$ cat src/rtl/spi_mem_master.sv
// spi_mem_master: SPI SRAM master with a 32-bit command+address header and 1-4 byte data phase.
// SPI_MEM_MASTER_BURST_EN enables multi-byte transfers; without it every request moves one byte.
module spi_mem_master #(
  parameter logic [7:0] RD_CMD   = 8'h03,
  parameter logic [7:0] WR_CMD   = 8'h02,
  parameter int         MISO_DLY = 0,
  parameter int         CS_GAP   = 1
) (
  input  logic        clk,
  input  logic        rst,
  input  logic        req_valid,
  output logic        req_ready,
  input  logic        req_we,
  input  logic [23:0] req_addr,
  input  logic [1:0]  req_len,
  input  logic [31:0] req_wdata,
  output logic [31:0] rdata,
  output logic        done,
  output logic        cs_n,
  output logic        mosi,
  input  logic        miso
);
  localparam logic [2:0] IDLE = 3'd0;
  localparam logic [2:0] CMD  = 3'd1;
  localparam logic [2:0] ADDR = 3'd2;
  localparam logic [2:0] TURN = 3'd3;
  localparam logic [2:0] DATA = 3'd4;
  localparam logic [2:0] GAP  = 3'd5;
  logic [2:0]  state_q, state_d;
  logic [7:0]  cnt_q, cnt_d, last;
  logic [63:0] sr_q, sr_d;
  logic [31:0] rdata_q, rdata_d;
  logic [1:0]  len_q, len_d, len_eff;
  logic        we_q, we_d, ready_q, ready_d, done_q, done_d;
`ifdef SPI_MEM_MASTER_BURST_EN
  assign len_eff = req_len;
`else
  assign len_eff = req_len & 2'b00;
`endif
  // reads hold cs_n one cycle past the last sample, hence the extra count
  assign last = {3'b000, len_q, 3'b111} + {7'd0, ~we_q};
  always_comb begin
    state_d = state_q;
    cnt_d   = cnt_q + 8'd1;
    sr_d    = sr_q;
    rdata_d = rdata_q;
    we_d    = we_q;
    len_d   = len_q;
    done_d  = 1'b0;
    case (state_q)
      IDLE: begin
        cnt_d = '0;
        if (req_valid && ready_q) begin
          state_d = CMD;
          we_d    = req_we;
          len_d   = len_eff;
          sr_d    = {req_we ? WR_CMD : RD_CMD, req_addr, req_wdata << {2'd3 - len_eff, 3'b000}};
          rdata_d = req_we ? rdata_q : '0;
        end
      end
      CMD: begin
        sr_d = sr_q << 1;
        if (cnt_q == 8'd7) begin
          state_d = ADDR;
          cnt_d   = '0;
        end
      end
      ADDR: begin
        sr_d = sr_q << 1;
        if (cnt_q == 8'd23) begin
          state_d = (!we_q && MISO_DLY > 0) ? TURN : DATA;
          cnt_d   = '0;
        end
      end
      TURN: begin
        if (cnt_q == 8'(MISO_DLY - 1)) begin
          state_d = DATA;
          cnt_d   = '0;
        end
      end
      DATA: begin
        sr_d    = sr_q << 1;
        rdata_d = (!we_q && cnt_q != last) ? {rdata_q[30:0], miso} : rdata_q;
        if (cnt_q == last) begin
          state_d = CS_GAP > 0 ? GAP : IDLE;
          cnt_d   = '0;
          done_d  = 1'b1;
        end
      end
      GAP: begin
        if (cnt_q == 8'(CS_GAP - 1)) begin
          state_d = IDLE;
          cnt_d   = '0;
        end
      end
      default: state_d = IDLE;
    endcase
    ready_d = state_d == IDLE;
  end
  always_ff @(posedge clk) begin
    if (rst) begin
      state_q <= IDLE;
      cnt_q   <= '0;
      sr_q    <= '0;
      rdata_q <= '0;
      we_q    <= 1'b0;
      len_q   <= '0;
      ready_q <= 1'b0;
      done_q  <= 1'b0;
    end else begin
      state_q <= state_d;
      cnt_q   <= cnt_d;
      sr_q    <= sr_d;
      rdata_q <= rdata_d;
      we_q    <= we_d;
      len_q   <= len_d;
      ready_q <= ready_d;
      done_q  <= done_d;
    end
  end
  assign cs_n      = !(state_q inside {CMD, ADDR, TURN, DATA});
  assign mosi      = (state_q == CMD || state_q == ADDR || (state_q == DATA && we_q)) && sr_q[63];
  assign req_ready = ready_q;
  assign done      = done_q;
  assign rdata     = rdata_q;
endmodule

$ cat config.mk
export PLATFORM = sky130hd
export DESIGN_NAME = spi_mem_master
export DESIGN_NICKNAME = d
export VERILOG_FILES = /design/src/rtl/spi_mem_master.sv
export SDC_FILE = /design/constraint.sdc
export NUM_CORES = 1
export LEC_CHECK = 0
export ABC_AREA = 0
export BUFFER_PORTS_ARGS = -buffer_cell sky130_fd_sc_hd__buf_4
export CAP_MARGIN = 20
export CORE_MARGIN = 2
export CORE_UTILIZATION = 45
export CTS_BUF_LIST = sky130_fd_sc_hd__clkbuf_8 sky130_fd_sc_hd__clkbuf_16
export CTS_CLUSTER_SIZE = 40
export DETAILED_ROUTE_END_ITERATION = 10
export MAX_ROUTING_LAYER = met4
export PLACE_DENSITY = 0.7
export SYNTH_ARGS = -nofsm -noshare
export SYNTH_HDL_FRONTEND = slang
export SYNTH_SLANG_ARGS = --single-unit
$ cat constraint.sdc
create_clock -name clk -period 3 [get_ports clk]
set_input_delay 0.45 -clock clk [delete_from_list [all_inputs] [get_ports clk]]
set_output_delay 0.45 -clock clk [all_outputs]
set_load 0.02 [all_outputs]
# == After elaboration in Yosys (flattened, before gate mapping) ==
# Index checks and enable logic that the tools add are counted.
# word_totals
latch_bits,0
regBits,110
inputBits,63
mem_bits_ro,0
mem_bits_rw,0
mem_count,0
out_inout_bits,36
# op_classes
n_mux,21
eq_ne,13
n_reduce_logical,19
n_lt_le_gt_ge,0
div,0
bitwise_logic,2
multipliers,0
n_addsub,2
shifts,0
# op_table
op,n
$pmux W64 S2,1
$mux W32,3
$mux W64,1
$pmux W32 S2,1
$pmux W8 S6,1
$mux W8,5
$mux W3,6
$pmux W3 S6,1
$add A8 B1 Y8 const B,1
$eq A8 B3 Y1 const B,1
$eq A8 B4 Y1,1
$eq A8 B5 Y1 const B,1
$eq A8 B8 Y1 const B,1
$logic_not A8 Y1,1
$ne A8 B4 Y1,1
$eq A3 B2 Y1 const B,2
$eq A3 B3 Y1 const B,2
$logic_not A3 Y1,2
$ne A2 B2 Y1 const B,3
$add A3 B1 Y4 const A,1
$logic_and A1 B1 Y1,4
$reduce_and A2 Y1,2
$reduce_and A4 Y1,1
$reduce_bool A2 Y1,2
other kinds (8),12

# == Longest topological paths before layout ==
# depth
depth_word,6
mapped_depth,7
ltp_nobuf,6

# == Worst setup path after synthesis ==
# Ideal clock, no wire load.
# synth_timing
path_kind,reg-to-reg
startpoint,register cnt_q[2]
endpoint,register cnt_q[3]
stages_incl_launch_ff,6
n_path_buf,0
slack_ps,975
t_arrival_ps,1889
path_cell_list,dfxtp_1 > or4b_2 > o22ai_1 > nand3_1 > a311oi_2 > nor3_1
# synth_via
elab_chain_cells,3
# synth_lines
element,line,rtl
from (decl),30,"logic [7:0] cnt_q, cnt_d, last;"
from (signal assigned),112,cnt_q <= cnt_d;
$add A8 B1 Y8 (tied with other cells),44,cnt_d = cnt_q + 8'd1;
$mux W8 (on tied branches),-,
$pmux W8 S6 (*),50,case (state_q)
# Every way passes the cells marked *; elsewhere a longest branch is shown, timed or not.
# A chain may end at the register's enable or synchronous reset.

# == Worst setup path after layout ==
# layout_timing
startpoint,register cnt_q[3]
endpoint,register cnt_q[5]
# The elaborated chain is that of the path after synthesis.

==> results_dict.tcl <==
set metrics [dict create \
    slowest_stage "or4b_2" \
    outcome "complete, no violations" \
    reg2reg_slack_ns 0.53 \
    yosys_warnings 0 \
    area_delta_synth_final_pct 23.8 \
    drc 0 \
    final_nets 577 \
    vias 3363 \
    cts_resized 0 \
    fin_setup_tns_ns 0 \
    wl_per_cell_microns 13.2 \
    io_pins 99 \
    die_w_microns 93.6 \
    layout-drive-gt1-share_pct 20.1 \
    drv_cap 0 \
    grt_pass1_vias 2970 \
    cp_max_fo 11 \
    skew_ns 0.0145 \
    synthTopCellsByArea "dfxtp_1 48%, nand2_1 11%, a311oi_1 7.5%, a21oi_1 6.2%, nand3_1 5.8%" \
    grt_usage_pct 19.6 \
    clock_path_buffers 2 \
    yosysTopAreaCell "dfxtp_1" \
    place.gp.congestion 0.907 \
    grt_max_degree 72 \
    fillerInstances 739 \
    max_stage_delay_ns 0.65 \
    arrival_ns 2.69 \
    synthArstFlopShare_pct 0 \
    synth_top_area_share_pct 47.6 \
    worstPathCellList "or4b_2 -> o22ai_1 -> nand3_1 -> a311oi_2 -> nor3_1" \
    final_util_pct 57.6 \
    rsz0062_at_grt "no" \
    die_y_microns 93.6 \
    worst_pin_slew_ns 0.674 \
    setup_viol 0 \
    dr.pass1.iters 4 \
    crit_buf_inv 0 \
    postCtsHoldBufs 0 \
    design.core.area_sq_um 7770 \
    syn_area_per_cell_sq_um 7.87 \
    htreeDepth 3 \
    regArea_sq_um 1720 \
    antenna_left 0 \
    cts-buffers-inserted 9 \
    vias_per_cell 5.43 \
    post-route-period-util_pct 82.3 \
    wl_microns 8150 \
    cts_root_buffer "clkbuf_8" \
    fmax_mhz 405 \
    peakVddDrop_v 0.000263 \
    period_needed_ns 2.47 \
    port_buffers 72 \
    cellPowerDensity_nw_per_um2 525 \
    synth.top_cells.by_count "110 x nand2_1, 86 x dfxtp_1, 45 x a21oi_1, 45 x nor2_1, 42 x nand3_1" \
    postCtsSetupBuffers 0 \
    crit_family "simple AND/OR/NAND/NOR gates" \
    grt_overflow_total 0 \
    initial_core_util_pct 46.5 \
    die_area_sq_um 8760 \
    rows 32 \
    ys.flop_type "dfxtp_1" \
    hp-class "input port to flop" \
    ys_seq_elements 86 \
    grt_pass1_wl_microns 13400 \
    yosysMostFrequentCell "nand2_1" \
    hold_viol 0 \
    antenna_found_initial 0 \
    yosysSeqAreaShare_pct 47.6 \
    drtIter0Drc 186 \
    multiInputGateArea_sq_um 1770 \
    crit_path_start_kind "flop" \
    clock-sinks 86 \
    endpoint_kind "flop" \
    dp_hpwl_microns 5190 \
    ys_types 39 \
    p_leak_nw 1.68 \
    slew_headroom_pct 55.1 \
    clk_latency_ns 0.36 \
    crit_type "flop to flop" \
    synth_nets 524 \
    cts_tree "yes" \
    slew_viol_final 0 \
    required_ns 3.22 \
    synth_edf_count 0 \
    diodes 0 \
    synthesis.instances 459 \
    clk_pin_slew_ns 0.09 \
    synthesis.area_sq_um 3610 \
]
==> cells in the final DEF, fill, tap and decap left out, types with 3 or more instances in the layout <==
cell / n
nand2_1: 110
dfxtp_1: 86
buf_4: 77
a21oi_1: 45
nor2_1: 44
nand3_1: 42
a311oi_1: 31
nor3_1: 13
clkbuf_8: 11
xor2_1: 4
and2_1: 4
xnor2_1: 3
==> per-stage QoR <==
stage	total power [W]	hold slack, ns	area (sq um)	setup WS [ns]	cells
2_1_floorplan	0.00141	0.432	3610	0.975	459
3_3_place_gp	0.00149	0.437	4240	0.618	602
3_5_place_dp	0.00150	0.446	4240	0.530	602
4_1_cts	0.00236	0.331	4460	0.523	618
5_1_grt	0.00244	0.342	4470	0.385	619
6_report	0.00235	0.340	4470	0.530	619
==> flip-flops by register name, indices dropped and copies added, names as in the netlist <==
name,cells
sr_q,40
rdata,32
cnt_q,8
state_q,3
done,1
req_ready,1
we_q,1
==> worst min-delay path: stages <==
cell	delay, ns
buf_4	0.11
nand2_1	0.05
a21oi_1	0.05
==> path summary, 6_finish.rpt <==
| path | start | to | cells past startpoint |
|---|---|---|---|
| setup reg to reg | cnt_q[3]$_SDFF_PP0_ | cnt_q[5]$_SDFF_PP0_ | 5 |
| setup / recovery | cnt_q[3]$_SDFF_PP0_ | cnt_q[5]$_SDFF_PP0_ | 5 |
| hold / removal | req_wdata[0] | sr_q[24]$_SDFFE_PP0P_ | 3 |
| hold reg to reg | sr_q[62]$_SDFFE_PP0P_ | sr_q[63]$_SDFFE_PP0P_ | 2 |
==> layer usage <==
| layer | global-route usage, % | vias up | part of all wire, % |
|---|---|---|---|
| met5 | - | - | 0 |
| met4 | 9.42 | 0 | 1.7 |
| met3 | 3.71 | 11 | 4.2 |
| met2 | 29.9 | 72 | 46 |
| met1 | 25.1 | 1575 | 48 |
| li1 | - | 1705 | - |
==> final cells by class <==
type,count,share of cell area (%)
multi-input combinational,333,39.5
tap,102,2.85
clock inverter,5,1.45
sequential,86,38.5
timing repair buffer,80,14.1
clock buffer,11,3.38
inverter,2,0.168
==> where the power goes <==
part / leakage [nW] / internal [W] / switching [W] / total [W]
clock network: 0.104 / 0.000437 / 0.000433 / 0.000870
logic: 0.881 / 0.000105 / 0.000142 / 0.000247
registers: 0.699 / 0.00120 / 0.0000333 / 0.00123
==> logic make-up after synthesis <==
group / Yosys count / synth area share [%]
and+or+nand+nor: 237 / 29.7
buffers and inverters: 40 / 4.16
adders and majority gates: 2 / 0.692
DFF: 86 / 47.6
xor gates and xnor gates: 7 / 1.70
AOI/OAI and AO/OA: 87 / 16.1
Note: power is estimated with default switching activity, not from simulation.
